$ cat src/rtl/sdram_sched_pkg.sv
// Shared types for the SDRAM Wishbone scheduler.
// FSM states, bus owner encoding and the read-timeout fill pattern.
package sdram_sched_pkg;

    typedef enum logic [1:0] {
        IDLE,
        ISSUE,
        RDWAIT,
        ACK
    } state_t;

    typedef enum logic {
        OWN_CPU,
        OWN_DMA
    } owner_t;

    localparam logic [31:0] TIMEOUT_DATA = 32'hDEAD_BEEF;

endpackage

$ cat src/rtl/sdram_sched_age.sv
// Aging arbiter: CPU normally wins, but after AGE_MAX consecutive
// CPU grants with DMA waiting, DMA is forced through.
module sdram_sched_age #(
    parameter int AGE_MAX = 4
) (
    input  logic clk,
    input  logic rst,
    input  logic cpu_req,
    input  logic dma_req,
    input  logic grant_en,
    output logic win_dma
);

    localparam int AW = $clog2(AGE_MAX + 1);

    logic [AW-1:0] age;
    logic          aged_out;

    assign aged_out = (age >= AW'(AGE_MAX));
    assign win_dma  = dma_req && (!cpu_req || aged_out);

    always_ff @(posedge clk) begin
        if (rst) begin
            age <= '0;
        end else if (grant_en) begin
            if (win_dma) begin
                age <= '0;
            end else if (cpu_req && dma_req && !aged_out) begin
                age <= age + AW'(1);
            end
        end
    end

endmodule

$ cat src/rtl/sdram_wb_scheduler.sv
// Arbitrates CPU and DMA Wishbone masters onto one SDRAM controller port
// and sequences the in_valid/busy/out_valid handshake per access.
module sdram_wb_scheduler
    import sdram_sched_pkg::*;
#(
    parameter int          ADDR_W     = 23,
    parameter logic [7:0]  CPU_DEC    = 8'h38,
    parameter int          AGE_MAX    = 4,
    parameter int          RD_TIMEOUT = 64
) (
    input  logic              clk,
    input  logic              rst,
    input  logic              cpu_stb_i,
    input  logic              cpu_cyc_i,
    input  logic              cpu_we_i,
    input  logic [3:0]        cpu_sel_i,
    input  logic [31:0]       cpu_adr_i,
    input  logic [31:0]       cpu_dat_i,
    output logic              cpu_ack_o,
    output logic [31:0]       cpu_dat_o,
    input  logic              dma_stb_i,
    input  logic              dma_cyc_i,
    input  logic              dma_we_i,
    input  logic [3:0]        dma_sel_i,
    input  logic [31:0]       dma_adr_i,
    input  logic [31:0]       dma_dat_i,
    output logic              dma_ack_o,
    output logic [31:0]       dma_dat_o,
    output logic [ADDR_W-1:0] ctrl_addr,
    output logic              ctrl_rw,
    output logic [31:0]       ctrl_wdata,
    output logic [3:0]        ctrl_mask,
    output logic              ctrl_in_valid,
    input  logic              ctrl_busy,
    input  logic [31:0]       ctrl_rdata,
    input  logic              ctrl_out_valid,
    output logic              err_timeout
);

    localparam int TW = $clog2(RD_TIMEOUT + 1);

    state_t        state;
    state_t        state_nx;
    owner_t        owner;
    logic          cpu_req;
    logic          dma_req;
    logic          win_dma;
    logic          grant_en;
    logic          owner_cyc;
    logic          timeout;
    logic          rd_done;
    logic          orphan;
    logic [TW-1:0] timer;
    logic [31:0]   rd_val;
    logic          unused_bits;

    assign cpu_req   = cpu_stb_i && cpu_cyc_i && (cpu_adr_i[31:24] == CPU_DEC);
    assign dma_req   = dma_stb_i && dma_cyc_i;
    assign owner_cyc = (owner == OWN_DMA) ? dma_cyc_i : cpu_cyc_i;

    assign timeout = (state == RDWAIT) && (timer == TW'(RD_TIMEOUT - 1));
    assign rd_done = ctrl_out_valid || timeout;
    assign rd_val  = ctrl_out_valid ? ctrl_rdata : TIMEOUT_DATA;

    assign ctrl_in_valid = (state == ISSUE) && owner_cyc;
    assign cpu_ack_o     = (state == ACK) && (owner == OWN_CPU);
    assign dma_ack_o     = (state == ACK) && (owner == OWN_DMA);

    assign unused_bits = ^{cpu_adr_i, dma_adr_i};

    sdram_sched_age #(
        .AGE_MAX (AGE_MAX)
    ) u_age (
        .clk      (clk),
        .rst      (rst),
        .cpu_req  (cpu_req),
        .dma_req  (dma_req),
        .grant_en (grant_en),
        .win_dma  (win_dma)
    );

    always_comb begin
        state_nx = state;
        grant_en = 1'b0;
        unique case (state)
            IDLE: begin
                if (cpu_req || dma_req) begin
                    grant_en = 1'b1;
                    state_nx = ISSUE;
                end
            end
            ISSUE: begin
                if (!owner_cyc) begin
                    state_nx = IDLE;
                end else if (!ctrl_busy) begin
                    state_nx = ctrl_rw ? ACK : RDWAIT;
                end
            end
            RDWAIT: begin
                // An abandoned read still drains the controller before idling
                if (rd_done) begin
                    state_nx = (orphan || !owner_cyc) ? IDLE : ACK;
                end
            end
            ACK: begin
                state_nx = IDLE;
            end
        endcase
    end

    always_ff @(posedge clk) begin
        if (rst) begin
            state       <= IDLE;
            owner       <= OWN_CPU;
            ctrl_addr   <= '0;
            ctrl_rw     <= 1'b0;
            ctrl_wdata  <= '0;
            ctrl_mask   <= '0;
            timer       <= '0;
            orphan      <= 1'b0;
            err_timeout <= 1'b0;
            cpu_dat_o   <= '0;
            dma_dat_o   <= '0;
        end else begin
            state       <= state_nx;
            err_timeout <= timeout && !ctrl_out_valid;
            if (grant_en) begin
                if (win_dma) begin
                    owner      <= OWN_DMA;
                    ctrl_addr  <= dma_adr_i[ADDR_W-1:0];
                    ctrl_rw    <= dma_we_i;
                    ctrl_wdata <= dma_dat_i;
                    ctrl_mask  <= dma_sel_i & {4{dma_we_i}};
                end else begin
                    owner      <= OWN_CPU;
                    ctrl_addr  <= cpu_adr_i[ADDR_W-1:0];
                    ctrl_rw    <= cpu_we_i;
                    ctrl_wdata <= cpu_dat_i;
                    ctrl_mask  <= cpu_sel_i & {4{cpu_we_i}};
                end
            end
            if (state == ISSUE) begin
                timer  <= '0;
                orphan <= 1'b0;
            end
            if (state == RDWAIT) begin
                timer <= timer + TW'(1);
                if (!owner_cyc) begin
                    orphan <= 1'b1;
                end
                if (state_nx == ACK) begin
                    if (owner == OWN_DMA) begin
                        dma_dat_o <= rd_val;
                    end else begin
                        cpu_dat_o <= rd_val;
                    end
                end
            end
        end
    end

endmodule
$ cat config.mk
export PLATFORM = sky130hd
export DESIGN_NAME = sdram_wb_scheduler
export DESIGN_NICKNAME = d
export VERILOG_FILES = /design/src/rtl/sdram_sched_pkg.sv /design/src/rtl/sdram_sched_age.sv /design/src/rtl/sdram_wb_scheduler.sv
export SDC_FILE = /design/constraint.sdc
export NUM_CORES = 1
export LEC_CHECK = 0
export BUFFER_PORTS_ARGS = -buffer_cell sky130_fd_sc_hd__buf_4
export CORE_AREA = 2 2 119 121
export DETAILED_ROUTE_END_ITERATION = 16
export DIE_AREA = 0 0 121 123
export PLACE_DENSITY = 0.8
export SLEW_MARGIN = 20
export SYNTH_ARGS = -nofsm -noshare
export SYNTH_HDL_FRONTEND = slang
export SYNTH_SLANG_ARGS = --single-unit
export TNS_END_PERCENT = 1
$ cat constraint.sdc
create_clock -name clk -period 7.3 [get_ports clk]
set_clock_uncertainty 0.2 [all_clocks]
set_input_delay 1.095 -clock clk [delete_from_list [all_inputs] [get_ports clk]]
set_output_delay 1.095 -clock clk [all_outputs]
set_load 0.05 [all_outputs]
# [Word-level counts from Yosys, hierarchy flattened]
# Cells that the tools add are included.
[classes] bitwise=3 n_addsub=2 muxes=23 reduce_logical=25 magnitude_cmp=1 eq_ne=6
[ops] cell="$mux W32" n=2
[ops] cell="$mux W23" n=1
[ops] cell="$mux W7" n=2
[ops] cell="$logic_and A1 B1 Y1" n=11
[ops] cell="$mux W2" n=5
[ops] cell="$mux W1" n=9
[ops] cell="$and A4 B4 Y4" n=2
[ops] cell="$eq A8 B6 Y1 const B" n=1
[ops] cell="$pmux W2 S4" n=1
[ops] cell="$add A7 B1 Y7 const B" n=1
[ops] cell="$eq A7 B6 Y1 const B" n=1
[ops] cell="$eq A2 B2 Y1 const B" n=3
[ops] cell="$mux W3" n=2
[ops] cell="$reduce_and A3 Y1" n=2
[ops] cell="$logic_not A1 Y1" n=4
[ops] cell="$logic_or A1 B1 Y1" n=4
[ops] cell="$mux W4" n=1
[ops] cell="$reduce_bool A2 Y1" n=2
[ops] cell="$add A3 B1 Y3 const B" n=1
[ops] cell="$ge A3 B3 Y1 const B" n=1
[ops] cell="$eq A2 B1 Y1 const B" n=1
[ops] cell="$logic_not A2 Y1" n=1
[ops] cell="$reduce_and A2 Y1" n=1
[ops] cell="$not A1 Y1" n=1
[totals] reg_bits=139 input_bits=178

# [Depth between registers and ports, before layout]
[logic_depth] depth_word=8 ltp_mapped=11 mapped_depth_nobuf=8

# [Modules after synthesis]
# From an unflattened synthesis, not the netlist that was laid out.
[unflattened] cells_unflattened=652 hier_area_um2=6553.8
[by_module_without_submodules] module="sdram_wb_scheduler" n_inst=1 area_each_um2=6356.1 cells_per_inst=632 seq_area_each_um2=2722.6
[by_module_without_submodules] module="sdram_sched_age" n_inst=1 area_each_um2=197.7 cells_per_inst=20 seq_area_each_um2=60.1

# [Worst setup path after synthesis]
# OpenSTA, ideal clock, no wires.
[synth_path] path_type="input to register" startpoint="input cpu_cyc_i" endpoint="register dma_dat_o[28]" cell_stages=8 path_slack_ns=4.149 t_arrival_ns=2.831 path_buffers=2 path_cell_list="mux2_4 -> and2_4 -> and3b_1 -> o311a_1 -> buf_6 -> nand3_2 -> buf_4 -> mux2_2"
[synth_between] elab_chain_cells=8 word_cells_on_any_way=13 cone_classes="eq/ne: 1; mux: 6; reduce/logical: 6"
[synth_lines] item="from (decl)" line_no="sdram_wb_scheduler.sv:14" rtl="input logic cpu_cyc_i,"
[synth_lines] item="$mux W1" line_no="sdram_wb_scheduler.sv:59" rtl="assign owner_cyc = (owner == OWN_DMA) ? dma_cyc_i : cpu_cyc_i;"
[synth_lines] item="$logic_not A1 Y1"
[synth_lines] item="$logic_or A1 B1 Y1" line_no="sdram_wb_scheduler.sv:102" rtl="state_nx = (orphan || !owner_cyc) ? IDLE : ACK;"
[synth_lines] item="$mux W2" line_no="sdram_wb_scheduler.sv:102"
[synth_lines] item="$mux W2" line_no="sdram_wb_scheduler.sv:101" rtl="if (rd_done) begin"
[synth_lines] item="$pmux W2 S4 (*)" line_no="sdram_wb_scheduler.sv:85" rtl="unique case (state)"
[synth_lines] item="$eq A2 B2 Y1 (*)" line_no="sdram_wb_scheduler.sv:151" rtl="if (state_nx == ACK) begin"
[synth_lines] item="$reduce_and A3 Y1 (no source line) (*)"
[synth_lines] item="to (signal assigned)" line_no="sdram_wb_scheduler.sv:153" rtl="dma_dat_o <= rd_val;"
[synth_lines] item="to (decl)" line_no="sdram_wb_scheduler.sv:28" rtl="output logic [31:0] dma_dat_o,"
# Every way passes the cells marked *; elsewhere a longest branch is shown, timed or not.
# A chain may end at the register's enable or synchronous reset.

# [Worst setup path after layout]
[layout_path] startpoint="input ctrl_out_valid" endpoint="register dma_dat_o[13]"
[layout_between] elab_chain_cells=5 word_cells_on_any_way=6 cone_classes="eq/ne: 1; mux: 3; reduce/logical: 2"
[layout_lines] item="from (decl)" line_no="sdram_wb_scheduler.sv:36" rtl="input logic ctrl_out_valid,"
[layout_lines] item="$logic_or A1 B1 Y1" line_no="sdram_wb_scheduler.sv:62" rtl="assign rd_done = ctrl_out_valid || timeout;"
[layout_lines] item="$mux W2" line_no="sdram_wb_scheduler.sv:101"
[layout_lines] item="$pmux W2 S4" line_no="sdram_wb_scheduler.sv:85"
[layout_lines] item="$eq A2 B2 Y1" line_no="sdram_wb_scheduler.sv:151"
[layout_lines] item="$reduce_and A3 Y1 (no source line)"
# Several ways; a longest one is shown, not always the timed one.

==> results.yml <==
outcome:
  status: "finished, final reports clean"
layout:
  multi_input_area_mm2: 0.003074
  regArea_mm2: 0.002783
  design.final.nets: 1159
  fill_cell_total_of_the_finished_layout: 1128
  layout-drive-gt1-share_pct: 39.15
  syn_to_final_growth_pct: 43.76
  layoutNonFillerInstCount: 1167
floorplan:
  num_rows: 43
  io_pins: 306
  die_h_um: 123
  fp.coreArea_mm2: 0.01361
  die_area_mm2: 0.01488
  die_x_um: 121
  start_util_pct: 46.25
placement:
  preCtsSetupSlack_ns: 2.489
  place_inst: 1134
  finalWeightedCongestion: 0.8149
  dp_hpwl_mm: 12.75
  port_buffers: 295
synthesis:
  synth.area.top_cells: "sky130_fd_sc_hd__dfxtp_1 44%, sky130_fd_sc_hd__a311oi_1 8.9%, sky130_fd_sc_hd__nand2_1 8.0%"
  postSynth.topFlopCell: "sky130_fd_sc_hd__dfxtp_1"
  yosys-top-cells-count: "139 x sky130_fd_sc_hd__dfxtp_1, 134 x sky130_fd_sc_hd__nand2_1, 74 x sky130_fd_sc_hd__nor2_1, 64 x sky130_fd_sc_hd__a311oi_1, 54 x sky130_fd_sc_hd__a21oi_1"
  post_synth_instance_area_mm2: 0.006296
  most_frequent_cell_after_synthesis: "sky130_fd_sc_hd__dfxtp_1"
  netlist.area_leader.share_pct: 44.20
  syn-num-nets: 904
  number_of_enable_type_register_cells_in_the_synthesized_netlist: 0
  synth_top_area_cell: "sky130_fd_sc_hd__dfxtp_1"
  synthesis.instances: 718
  ys_async_sr_fraction_pct: 0
  post_synthesis_average_cell_area_um2: 8.769
  ys_seq_elements: 139
  yosysUniqueCellTypes: 46
  synthesis.yosys.warnings: 0
  yosysSeqAreaShare_pct: 44.20
sta:
  worst-slew-pin-transition_ns: 1.163
  min_period_ns: 4.416
  finalWorstSetupSlack_ns: 2.884
  timing.max_slew.rel_slack_pct: 22.48
  fmax_mhz: 226.4
  period_share_pct: 60.49
  hold_viol: 0
  slew_violations: 0
  rsz0062_at_grt: "false"
  final-setup-viol-count: 0
  timing.setup.tns_ns: 0
pwr:
  vdd_ir_drop_max_mv: 0.1736
  power_leakage_nw: 4.138
  finalPower_mw: 2.668
  power_per_cell_area_mw_per_mm2: 294.7
clock_tree:
  cts_hold_buf: 0
  total_number_of_h_tree_levels: 4
  clock_root_buffer: "sky130_fd_sc_hd__clkbuf_16"
  clk_transition_reported_paths_ns: 0.06
  cts_repair_resize_count: 0
  clock_latency_ns: 0.41
  tritoncts: "built"
  post_cts.repair.setup_buffers: 0
  tritoncts.num_buffers: 17
  clkSinkCount: 139
  clockBufferDepth: 2
global_route:
  grt_max_degree: 97
  number_of_antenna_violations_at_the_first_check_in_global_routing: 1
  total_grt_overflow: 0
  grtUsageTotal_pct: 23.55
  vias_in_the_first_global_route: 5655
  grt_pass1_wl_mm: 27.83
critical_path:
  timing.critical_path.to_type: "register"
  sort_of_element_at_the_start_of_the_critical_path: "input port"
  crit_arrival_ns: 4.51
  timing_worst_setup_path_type: "input port to register"
  worst-endpoint-required_ns: 7.39
  critical_path_peak_fanout: 58
detailed_routing:
  drt_drc_violations_left: 0
  drt_first_iter_violations: 457
  viasPerCell: 5.193
  num_vias: 6060
  wl_mm: 18.13
  ant_nets: 0
  wire_length_per_cell_um: 15.53
  dr.pass1.iters: 6
worst_hold_path:
  worst_hold_path_type: "register to register"
run:
  max-cap-violations: 0
## routing by layer
layer  GRT usage, %  up-vias  wire (µm)
met5              0        -          0
li1               -     3029          -
met1          28.07     2777       7269
met3          9.732       18       1725
met4          6.831        0        257
met2          39.01      236       8875
## metrics by stage
step           utilization (%)  cell area (µm²)  hold slack [ns]
3_5_place_dp             61.97             8436           0.2558
5_1_grt                  66.48             9049           0.2861
2_1_floorplan                -             6296           0.2376
3_3_place_gp             61.97             8436           0.2462
4_1_cts                  66.45             9045           0.2640
6_report                 66.50             9051           0.2649
## final cells by class
cell class	instances	share of cell area [%]
multi-input combinational	485	33.96
antenna	1	0.02765
inverter	32	1.327
clock buffer	18	4.852
sequential	139	30.74
timing repair buffer	298	24.72
clock inverter	14	1.880
tap	180	2.488
## final timing paths
kind	start	endpoint	slack, ns	cells after the start
worst max-delay path	ctrl_out_valid	dma_dat_o[13]	2.88	7
worst min-delay path	dma_dat_o[22]	dma_dat_o[22]	0.26	2
worst max register to register	state[0]	dma_dat_o[13]	3.28	8
worst min register to register	dma_dat_o[22]	dma_dat_o[22]	0.26	2
## power breakdown
group | total [mW] | internal, mW | switching (mW)
Clock | 0.879 | 0.547 | 0.332
Combinational | 0.896 | 0.298 | 0.598
Sequential | 0.893 | 0.842 | 0.0506
Total | 2.67 | 1.69 | 0.981
## worst max-delay path, stage by stage
cell and delay [ns]:
sky130_fd_sc_hd__buf_4 0.30, sky130_fd_sc_hd__nand2b_1 0.26, sky130_fd_sc_hd__a21o_1 0.18, sky130_fd_sc_hd__a21oi_1 0.17, sky130_fd_sc_hd__o311a_1 0.97, sky130_fd_sc_hd__nand3_2 0.91, sky130_fd_sc_hd__mux2_2 0.57
## cells in the final DEF, fill, tap and decap left out, types with 4 or more instances in the layout
cell                           n
sky130_fd_sc_hd__buf_4       298
sky130_fd_sc_hd__dfxtp_1     139
sky130_fd_sc_hd__nand2_1     134
sky130_fd_sc_hd__nor2_1       74
sky130_fd_sc_hd__a311oi_1     64
sky130_fd_sc_hd__a21oi_1      54
sky130_fd_sc_hd__inv_1        31
sky130_fd_sc_hd__nor2b_1      25
sky130_fd_sc_hd__mux2_2       24
sky130_fd_sc_hd__nand3_1      23
sky130_fd_sc_hd__a311oi_2     20
sky130_fd_sc_hd__mux2i_1      17
sky130_fd_sc_hd__clkbuf_16    17
sky130_fd_sc_hd__ha_1          8
sky130_fd_sc_hd__xor2_1        4
sky130_fd_sc_hd__nor3_1        4
sky130_fd_sc_hd__clkinvlp_4    4
## sequential cells by signal, indices dropped and copies added, names as in the netlist
| signal | cells |
|---|---|
| cpu_dat_o | 32 |
| ctrl_addr | 23 |
| ctrl_mask | 4 |
| ctrl_rw | 1 |
| ctrl_wdata | 32 |
| dma_dat_o | 32 |
| err_timeout | 1 |
| orphan | 1 |
| owner | 1 |
| state | 2 |
| timer | 7 |
| u_age.age | 3 |
## kinds of logic (layout without fill, tap and decap cells)
family,Yosys count,count (layout),synth area share [%]
AO/OA/AOI/OAI,148,148,19.28
XOR/XNOR,5,5,0.6955
adder cells (fa/ha/maj),8,8,1.590
buffers and inverters,94,362,7.253
flip-flops,139,139,44.20
multiplexers,42,42,7.234
other,0,1,0
AND/OR/NAND/NOR,282,282,19.75
(Power assumes the default switching activity.)
